File: src/rtl/cascaded_modn_counter_pkg.sv
`timescale 1ns / 1ps
`default_nettype none
// ============================================================================
// Module  : cascaded_modn_counter_pkg
// Purpose : Shared time-base constants and the count-direction decode used by
//           the cascaded mod-N counter. The time, alarm-set and timer instances
//           take their default moduli from here.
// Ports   : none (package)
// Rev     : 1.0  initial release
// ============================================================================
package cascaded_modn_counter_pkg;

   localparam int SEC_MOD     = 60;
   localparam int MIN_MOD     = 60;
   localparam int HR_MOD      = 24;
   localparam int TIME_W      = 6;
   localparam int TIME_STAGES = 3;

   // Packed moduli for sec/min/hr, stage 0 (seconds) in the LSBs.
   localparam logic [TIME_STAGES*TIME_W-1:0] TIME_MODS =
      {TIME_W'(HR_MOD), TIME_W'(MIN_MOD), TIME_W'(SEC_MOD)};

   typedef enum logic [1:0] {
      DIR_HOLD = 2'd0,
      DIR_UP   = 2'd1,
      DIR_DN   = 2'd2
   } dir_e;

   // up and down together cancel out, same as neither.
   function automatic dir_e decode_dir(input logic up, input logic down);
      if (up == down) return DIR_HOLD;
      return up ? DIR_UP : DIR_DN;
   endfunction

endpackage
`default_nettype wire

File: src/rtl/counter_modn_stage.sv
`timescale 1ns / 1ps
`default_nettype none
// ============================================================================
// Module  : counter_modn_stage
// Purpose : One mod-MOD up/down counter stage of the cascade. Loads (with
//           clamping to MOD-1) take priority over stepping.
// Ports   : clk, reset      clock, async active-high reset
//           step_in         step this stage this cycle
//           dir_up          1 = count up, 0 = count down (only used on step)
//           load_en         load this stage this cycle
//           load_val        value to load (clamped to MOD-1)
//           val             registered stage value
//           step_out        step_in & terminal count for the current direction
// Rev     : 1.0  initial release
// ============================================================================
module counter_modn_stage
   import cascaded_modn_counter_pkg::*;
#(
   parameter int W   = 6,
   parameter int MOD = 60
) (
   input  logic         clk,
   input  logic         reset,
   input  logic         step_in,
   input  logic         dir_up,
   input  logic         load_en,
   input  logic [W-1:0] load_val,
   output logic [W-1:0] val,
   output logic         step_out
);

   localparam logic [W-1:0] c_MAX     = W'(MOD - 1);
   // The modulus may equal 2**W, so the clamp comparison needs one extra bit.
   localparam logic [W:0]   c_MOD_EXT = (W+1)'(MOD);

   logic [W-1:0] r_val;
   logic [W-1:0] w_load_clamped;
   logic [W-1:0] w_next;
   logic         w_terminal;

   always_comb begin
      w_load_clamped = ({1'b0, load_val} >= c_MOD_EXT) ? c_MAX : load_val;
      w_terminal     = dir_up ? (r_val == c_MAX) : (r_val == '0);
      step_out       = step_in & w_terminal;
   end

   always_comb begin
      w_next = r_val;
      if (load_en) begin
         w_next = w_load_clamped;
      end else if (step_in) begin
         if (dir_up) w_next = w_terminal ? '0    : r_val + W'(1);
         else        w_next = w_terminal ? c_MAX : r_val - W'(1);
      end
   end

   always_ff @(posedge clk or posedge reset) begin
      if (reset) r_val <= '0;
      else       r_val <= w_next;
   end

   assign val = r_val;

endmodule
`default_nettype wire

File: src/rtl/cascaded_modn_counter.sv
`timescale 1ns / 1ps
`default_nettype none
// ============================================================================
// Module  : cascaded_modn_counter
// Purpose : STAGES cascaded mod-N up/down counters with per-stage moduli,
//           tick enable, masked clamped load and registered top-stage
//           wrap/underflow pulses. Default moduli give sec/min/hr.
// Ports   : clk, reset      clock, async active-high reset
//           tick            count enable (one step of stage 0 per cycle)
//           up, down        direction; equal values mean hold
//           load            load the stages selected by load_sel
//           load_sel        per-stage load mask
//           load_data       packed load values, stage 0 in LSBs
//           count           packed registered stage values
//           wrap            1-cycle pulse, top stage MOD-1 -> 0
//           underflow       1-cycle pulse, top stage 0 -> MOD-1
// Rev     : 1.0  initial release
// ============================================================================
module cascaded_modn_counter
   import cascaded_modn_counter_pkg::*;
#(
   parameter int                     STAGES = TIME_STAGES,
   parameter int                     W      = TIME_W,
   parameter logic [STAGES*W-1:0]    MODS   = TIME_MODS
) (
   input  logic                  clk,
   input  logic                  reset,
   input  logic                  tick,
   input  logic                  up,
   input  logic                  down,
   input  logic                  load,
   input  logic [STAGES-1:0]     load_sel,
   input  logic [STAGES*W-1:0]   load_data,
   output logic [STAGES*W-1:0]   count,
   output logic                  wrap,
   output logic                  underflow
);

   dir_e          w_dir;
   logic          w_dir_up;
   logic          w_dir_dn;
   // w_step[i] steps stage i; w_step[STAGES] is the top stage's terminal step.
   logic [STAGES:0] w_step;
   logic          r_wrap;
   logic          r_underflow;

   always_comb begin
      w_dir     = decode_dir(up, down);
      w_dir_up  = (w_dir == DIR_UP);
      w_dir_dn  = (w_dir == DIR_DN);
      // A load cycle suppresses counting in every stage, selected or not.
      w_step[0] = tick & ~load & (w_dir != DIR_HOLD);
   end

   for (genvar i = 0; i < STAGES; i++) begin : g_stage
      localparam logic [W-1:0] c_FIELD = MODS[i*W +: W];
      // A modulus of exactly 2**W does not fit in W bits; its field reads 0.
      localparam int           c_MOD   = (c_FIELD == '0) ? (1 << W) : int'(c_FIELD);

      counter_modn_stage #(
         .W   (W),
         .MOD (c_MOD)
      ) u_stage (
         .clk      (clk),
         .reset    (reset),
         .step_in  (w_step[i]),
         .dir_up   (w_dir_up),
         .load_en  (load & load_sel[i]),
         .load_val (load_data[i*W +: W]),
         .val      (count[i*W +: W]),
         .step_out (w_step[i+1])
      );
   end

   // The top stage only steps out when it wraps, so its step_out is the pulse.
   always_ff @(posedge clk or posedge reset) begin
      if (reset) begin
         r_wrap      <= 1'b0;
         r_underflow <= 1'b0;
      end else begin
         r_wrap      <= w_step[STAGES] & w_dir_up;
         r_underflow <= w_step[STAGES] & w_dir_dn;
      end
   end

   assign wrap      = r_wrap;
   assign underflow = r_underflow;

endmodule
`default_nettype wire

File: config.mk
export PLATFORM = sky130hd
export DESIGN_NAME = cascaded_modn_counter
export DESIGN_NICKNAME = d
export VERILOG_FILES = /design/src/rtl/cascaded_modn_counter_pkg.sv /design/src/rtl/counter_modn_stage.sv /design/src/rtl/cascaded_modn_counter.sv
export SDC_FILE = /design/constraint.sdc
export NUM_CORES = 1
export LEC_CHECK = 0
export ABC_AREA = 0
export BUFFER_PORTS_ARGS = -buffer_cell sky130_fd_sc_hd__buf_2
export CAP_MARGIN = 20
export CORE_ASPECT_RATIO = 1.25
export CORE_UTILIZATION = 45
export CTS_BUF_LIST = sky130_fd_sc_hd__clkbuf_8
export CTS_CLUSTER_SIZE = 8
export DETAILED_ROUTE_END_ITERATION = 10
export MAX_ROUTING_LAYER = met4
export PLACE_DENSITY = 0.71
export SYNTH_ARGS = -nofsm -noshare
export SYNTH_HDL_FRONTEND = slang
export SYNTH_SLANG_ARGS = --single-unit
File: constraint.sdc
create_clock -name clk -period 2.9 [get_ports clk]
set_input_delay 0.145 -clock clk [delete_from_list [all_inputs] [get_ports clk]]
set_output_delay 0.145 -clock clk [all_outputs]
set_load 0.05 [all_outputs]
# [After elaboration in Yosys (flattened, before gate mapping)]
# Cells that the tools add are included.
[classes] n_addsub=6 order_cmp=3 eq_ne=6 mux=25 n_bitwise=11 reduce_logical=7
[op_table] cell="6-bit 2-to-1 mux" n=18
[op_table] cell="6-bit by 1-bit adder with 6-bit output, second input constant" n=3
[op_table] cell="6-bit logical NOT" n=3
[op_table] cell="6-bit by 1-bit subtractor with 6-bit output, second input constant" n=3
[op_table] cell="6-bit == test, second input constant" n=2
[op_table] cell="6-bit >= comparator, second input constant" n=2
[op_table] cell="1-bit AND" n=10
[op_table] cell="2-bit nonzero test" n=4
[op_table] cell="6-bit by 5-bit == test with 1-bit output, second input constant" n=1
[op_table] cell="6-bit by 5-bit >= comparator with 1-bit output, second input constant" n=1
[op_table] cell="2-bit 2-to-1 mux" n=3
[op_table] cell="1-bit 2-to-1 mux" n=4
[op_table] cell="2-bit by 1-bit == test with 1-bit output, second input constant" n=1
[op_table] cell="2-bit == test, second input constant" n=1
[op_table] cell="1-bit == test" n=1
[op_table] cell="1-bit inverter" n=1
[totals] register_bits=20 input_bits=27 out_inout_bits=20

# [Logic depth before layout (Yosys ltp)]
[depth] depth_word=9 depth_mapped=8 mapped_depth_nobuf=7

# [Cells and area by module]
# From an unflattened synthesis, not the netlist that was laid out.
[hier_totals] hier_cells=248 area_unflattened_um2=2060.7
[by_module_without_submodules] mod="counter_modn_stage (g_stage[0].u_stage ...)" instances=2 cells_per_inst=79 area_per_inst_um2=658.1 seq_area_each_um2=150.1
[by_module_without_submodules] mod="counter_modn_stage (g_stage[2].u_stage)" instances=1 cells_per_inst=77 area_per_inst_um2=614.3 seq_area_each_um2=150.1
[by_module_without_submodules] mod="cascaded_modn_counter" instances=1 cells_per_inst=13 area_per_inst_um2=130.1 seq_area_each_um2=50.0

# [Worst setup path before layout]
# No wires, ideal clock.
[synth_timing] path_kind="register to register" startpoint="reg g_stage[1].u_stage.r_val[0]" endpoint="reg g_stage[2].u_stage.r_val[5]" setup_time_ns=0.077 arrival_ns=2.366 slack_ns=0.456 stages_incl_launch_ff=8 n_path_buf=0 period_less_slack_ns=2.444 cell_sequence="dfrtp_1 inv_1 ha_1 or3b_2 a2bb2o_2 o211ai_4 or4b_1 a21oi_1"
[synth_between] elab_chain_cells=4
[synth_rtl] element="start, declared" line_no="counter_modn_stage.sv:36" source="logic [W-1:0] r_val;"
[synth_rtl] element="start signal, assigned" line_no="counter_modn_stage.sv:59" source="else r_val <= w_next;"
[synth_rtl] element="6-bit == test or 6-bit logical NOT (tied branches)" line_no="counter_modn_stage.sv:43" source="w_terminal = dir_up ? (r_val == c_MAX) : (r_val == '0);"
[synth_rtl] element="1-bit 2-to-1 mux *" line_no="counter_modn_stage.sv:43"
[synth_rtl] element="1-bit AND *" line_no="counter_modn_stage.sv:44" source="step_out = step_in & w_terminal;"
[synth_rtl] element="2-bit nonzero test (no line) *"
[synth_rtl] element="end signal, assigned" line_no="counter_modn_stage.sv:59"
[synth_rtl] element="end, declared" line_no="counter_modn_stage.sv:36"
# Mark *: on every way between the ends. The rest lies on a longest branch, timed or not.
# A chain may end at the register's enable or synchronous reset.

# [Worst setup path after layout]
# Ends and elaborated chain as after synthesis.

==> results.txt <==
- After detailed routing, the number of vias per cell comes to around 6.
- From left edge to right edge, the die measures 59.53 um.
* Die height: around 74 um
- Count of flip-flops with a built-in enable after synthesis: 0
* Buffer depth of the longest clock path: 2
* Worst-Skew Late Latency: 0.26 ns
* Syn Inst Count: 232
* Filler Cell Count: 398
- The clock arrives with 0.003138 ns of skew.
* Status: completed
- The detail route stage leaves a number of antenna-violating nets equal to 0.
* Area growth syn-to-layout: 15.46%
- CTS placed an instance of clkbuf_8 at the clock tree root.
* I/O pin count: 47
* Pin count of the biggest net entering global routing: 21
- Mean cell area of the mapped netlist: 8.025 um2
* Number of global-route vias before repair: roughly 1700
- The worst setup path is captured at a register.
- Antenna cell count: 0
- The core region is 0.003879 mm2.
* Unrepaired setup endpoints after global routing: false
- Max-slew violation total from the final report: 0
- DRC violation count after routing: 0
- Commonest cells after routing, fill and taps aside: 46 x buf_2, 20 x dfrtp_1, 19 x nor2_1, 16 x nand2_1, 16 x a21oi_1
- First-pass DRT Iterations: 4
* Library cell contributing the largest single delay on the critical path: or4b_1
- Critical-path cell list: inv_1 > ha_1 > or3b_2 > a2bb2o_2 > o211ai_4 > or4b_1 > a21oi_1
- For this design the ratio of total power to cell area is between 600 and 700 mW/mm2.
* Setup total negative slack: 0 ns
- Clock-pin slew was measured on the worst setup and hold paths at 0.08 ns.
* Total overflow reported by the global router: 0
- The worst hold path belongs to the class primary input to asynchronous set/reset pin.
- The first global-routing pass estimated ~7900 um of wire.
* Proportion of synthesized chip area in sequential cells: 26.88%
- Detailed-route via count: 1942
- After synthesis, the netlist uses 60 different library cells.
- For this design the static power due to leakage is 0.9557 nW.
* VDD IR-drop max: 0.2094 mV
* CTS Buf Count: 3
* Category of the worst setup path launch point: register
* Number of placement rows: 25
* CTS tree: done
- The detailed router finished its first iteration with between 100 and 150 violations.
* Depth of the CTS H-tree: 1
- Critical-path maximum fanout: 8
* RePlAce Congestion: 0.9801
* Synth async-reset ratio: 100.0%
* Synthesis Warnings: 0
- Once detailed placement completed, the half-perimeter wirelength came to 3679 um.
- Static timing analysis puts the maximum clock frequency at 423.1 MHz.
* Total global-route track usage: 24.02%
* Worst slew slack as a fraction of its limit: 45.15%
- At the pin with the least slew margin, the transition time is 0.8219 ns.
* Number of clock sinks: 20
- In the synthesized netlist the dominant register cell turns out to be dfrtp_1.
- Setup violations remaining at the end of the flow were counted as 0.
- STA puts the critical path data arrival time at 2.55 ns.
- In the final routed layout, each cell accounts on average for 14.65 um.
* Commonest non-fill, non-tap cell in the layout: buf_2
* Number of max-capacitance violations reported: 0
- Detailed Route WL: 4745 um
* Total count of hold-check failures in the final report: 0
- After clock tree synthesis, the flow added hold-fix buffers numbering 0.
* Worst setup path class: register to register
- Post-Syn Area: 0.001862 mm2
- Number of antenna violations at the first check in global routing: 0
* Final critical-path required period: 2.364 ns
* Final-stage net count: roughly 310
* Fraction of final layout cells with drive strength greater than 1: about a quarter
* Post-CTS setup buffer count: 0
- For this run, the slowest stage of the critical path takes about 0.52 ns.
- Gates resized during post-CTS repair numbered 0.
- For this configuration, the core starts out at a cell density of between 40% and 50%.
- The die covers 0.004400 mm2.
* Seq cells post-synth: 20
- The design draws approximately 1.3 mW.
- Worst path required time: 3.09 ns
- The number of nets in the synthesized netlist is about 270.
- Buffers on Ports: 46
- Final worst-path cycle share: approximately four fifths
## per-stage QoR
stage	util [%]	cells	cell area (um2)	setup slack [ns]	hold slack, ns
2_1_floorplan	-	232	1862	0.4564	0.1088
3_3_place_gp	54.00	320	2095	0.6072	0.3414
3_5_place_dp	54.00	320	2095	0.5670	0.3483
4_1_cts	55.42	324	2150	0.5380	0.06582
5_1_grt	55.42	324	2150	0.4112	0.09999
6_report	55.42	324	2150	0.5364	0.03574
## critical path: cells and delay by family (launching register included)
family                   cells  cell delay [ns]
AO/OA/AOI/OAI                3             0.55
adder cells (fa/ha/maj)      1             0.19
buffers and inverters        1             0.09
flip-flops                   1             0.45
AND/OR/NAND/NOR              2             1.01
## cells in the mapped netlist (all sizes together) (6+ instances only)
| master | n | area, um2 |
|---|---|---|
| a21oi | 17 | 96.35 |
| a31oi | 8 | 50.05 |
| buf | 9 | 68.81 |
| clkbuf | 7 | 26.28 |
| dfrtp | 20 | 500.5 |
| ha | 8 | 100.1 |
| inv | 14 | 52.55 |
| nand2 | 16 | 60.06 |
| nand3 | 11 | 55.05 |
| nor2 | 19 | 71.32 |
| nor3 | 7 | 46.30 |
| o211ai | 6 | 58.81 |
| o21ai | 14 | 70.07 |
## cell families (layout without fill, tap and decap cells)
family	Yosys count	count (layout)	share of synthesized area, %
buf+inv	31	69	8.131
xor+xnor	5	5	2.353
simple gates	87	87	25.87
flops	20	20	26.88
fa+ha+maj	8	8	5.377
mux	5	5	2.890
compound gates	76	76	28.50
## sequential cells by signal (all words and copies together) (netlist names)
signal and cells:
g_stage.u_stage.val 18, underflow 1, wrap 1
## final timing paths
check / start / endpoint / slack (ns) / depth (start not counted)
max in group asynchronous: reset / g_stage[2].u_stage.val[3] / 2.36 / 2
max: g_stage[1].u_stage.val[0] / g_stage[2].u_stage.val[5] / 0.54 / 7
min: reset / g_stage[1].u_stage.val[2] / 0.04 / 2
min reg2reg: g_stage[2].u_stage.val[5] / g_stage[2].u_stage.val[5] / 0.62 / 2
max reg2reg: g_stage[1].u_stage.val[0] / g_stage[2].u_stage.val[5] / 0.54 / 7
min in group clk: load_data[0] / g_stage[0].u_stage.val[0] / 0.13 / 3
## area by class of cell
class | instances | area (um2) | share of cell area, %
Tap cell | 54 | 67.56 | 3.143
Multi-Input combinational cell | 181 | 1210 | 56.29
Clock buffer | 4 | 55.05 | 2.561
Timing Repair Buffer | 50 | 260.3 | 12.11
Sequential cell | 20 | 500.5 | 23.28
Inverter | 15 | 56.30 | 2.619
## metal layers
| layer | global-route usage, % | part of all wire, % | up-vias |
|---|---|---|---|
| met5 | - | 0 | - |
| li1 | - | - | 952 |
| met3 | 1.937 | 5.4 | 6 |
| met1 | 30.34 | 44 | 905 |
| met4 | 7.494 | 0.91 | 0 |
| met2 | 40.45 | 50 | 79 |
## report_power, final
group	internal, mW	leakage (nW)	switching (mW)
Combinational	0.238	0.690	0.418
Clock	0.121	0.0288	0.0952
Sequential	0.328	0.237	0.113
Note: power is estimated with default switching activity, not from simulation.
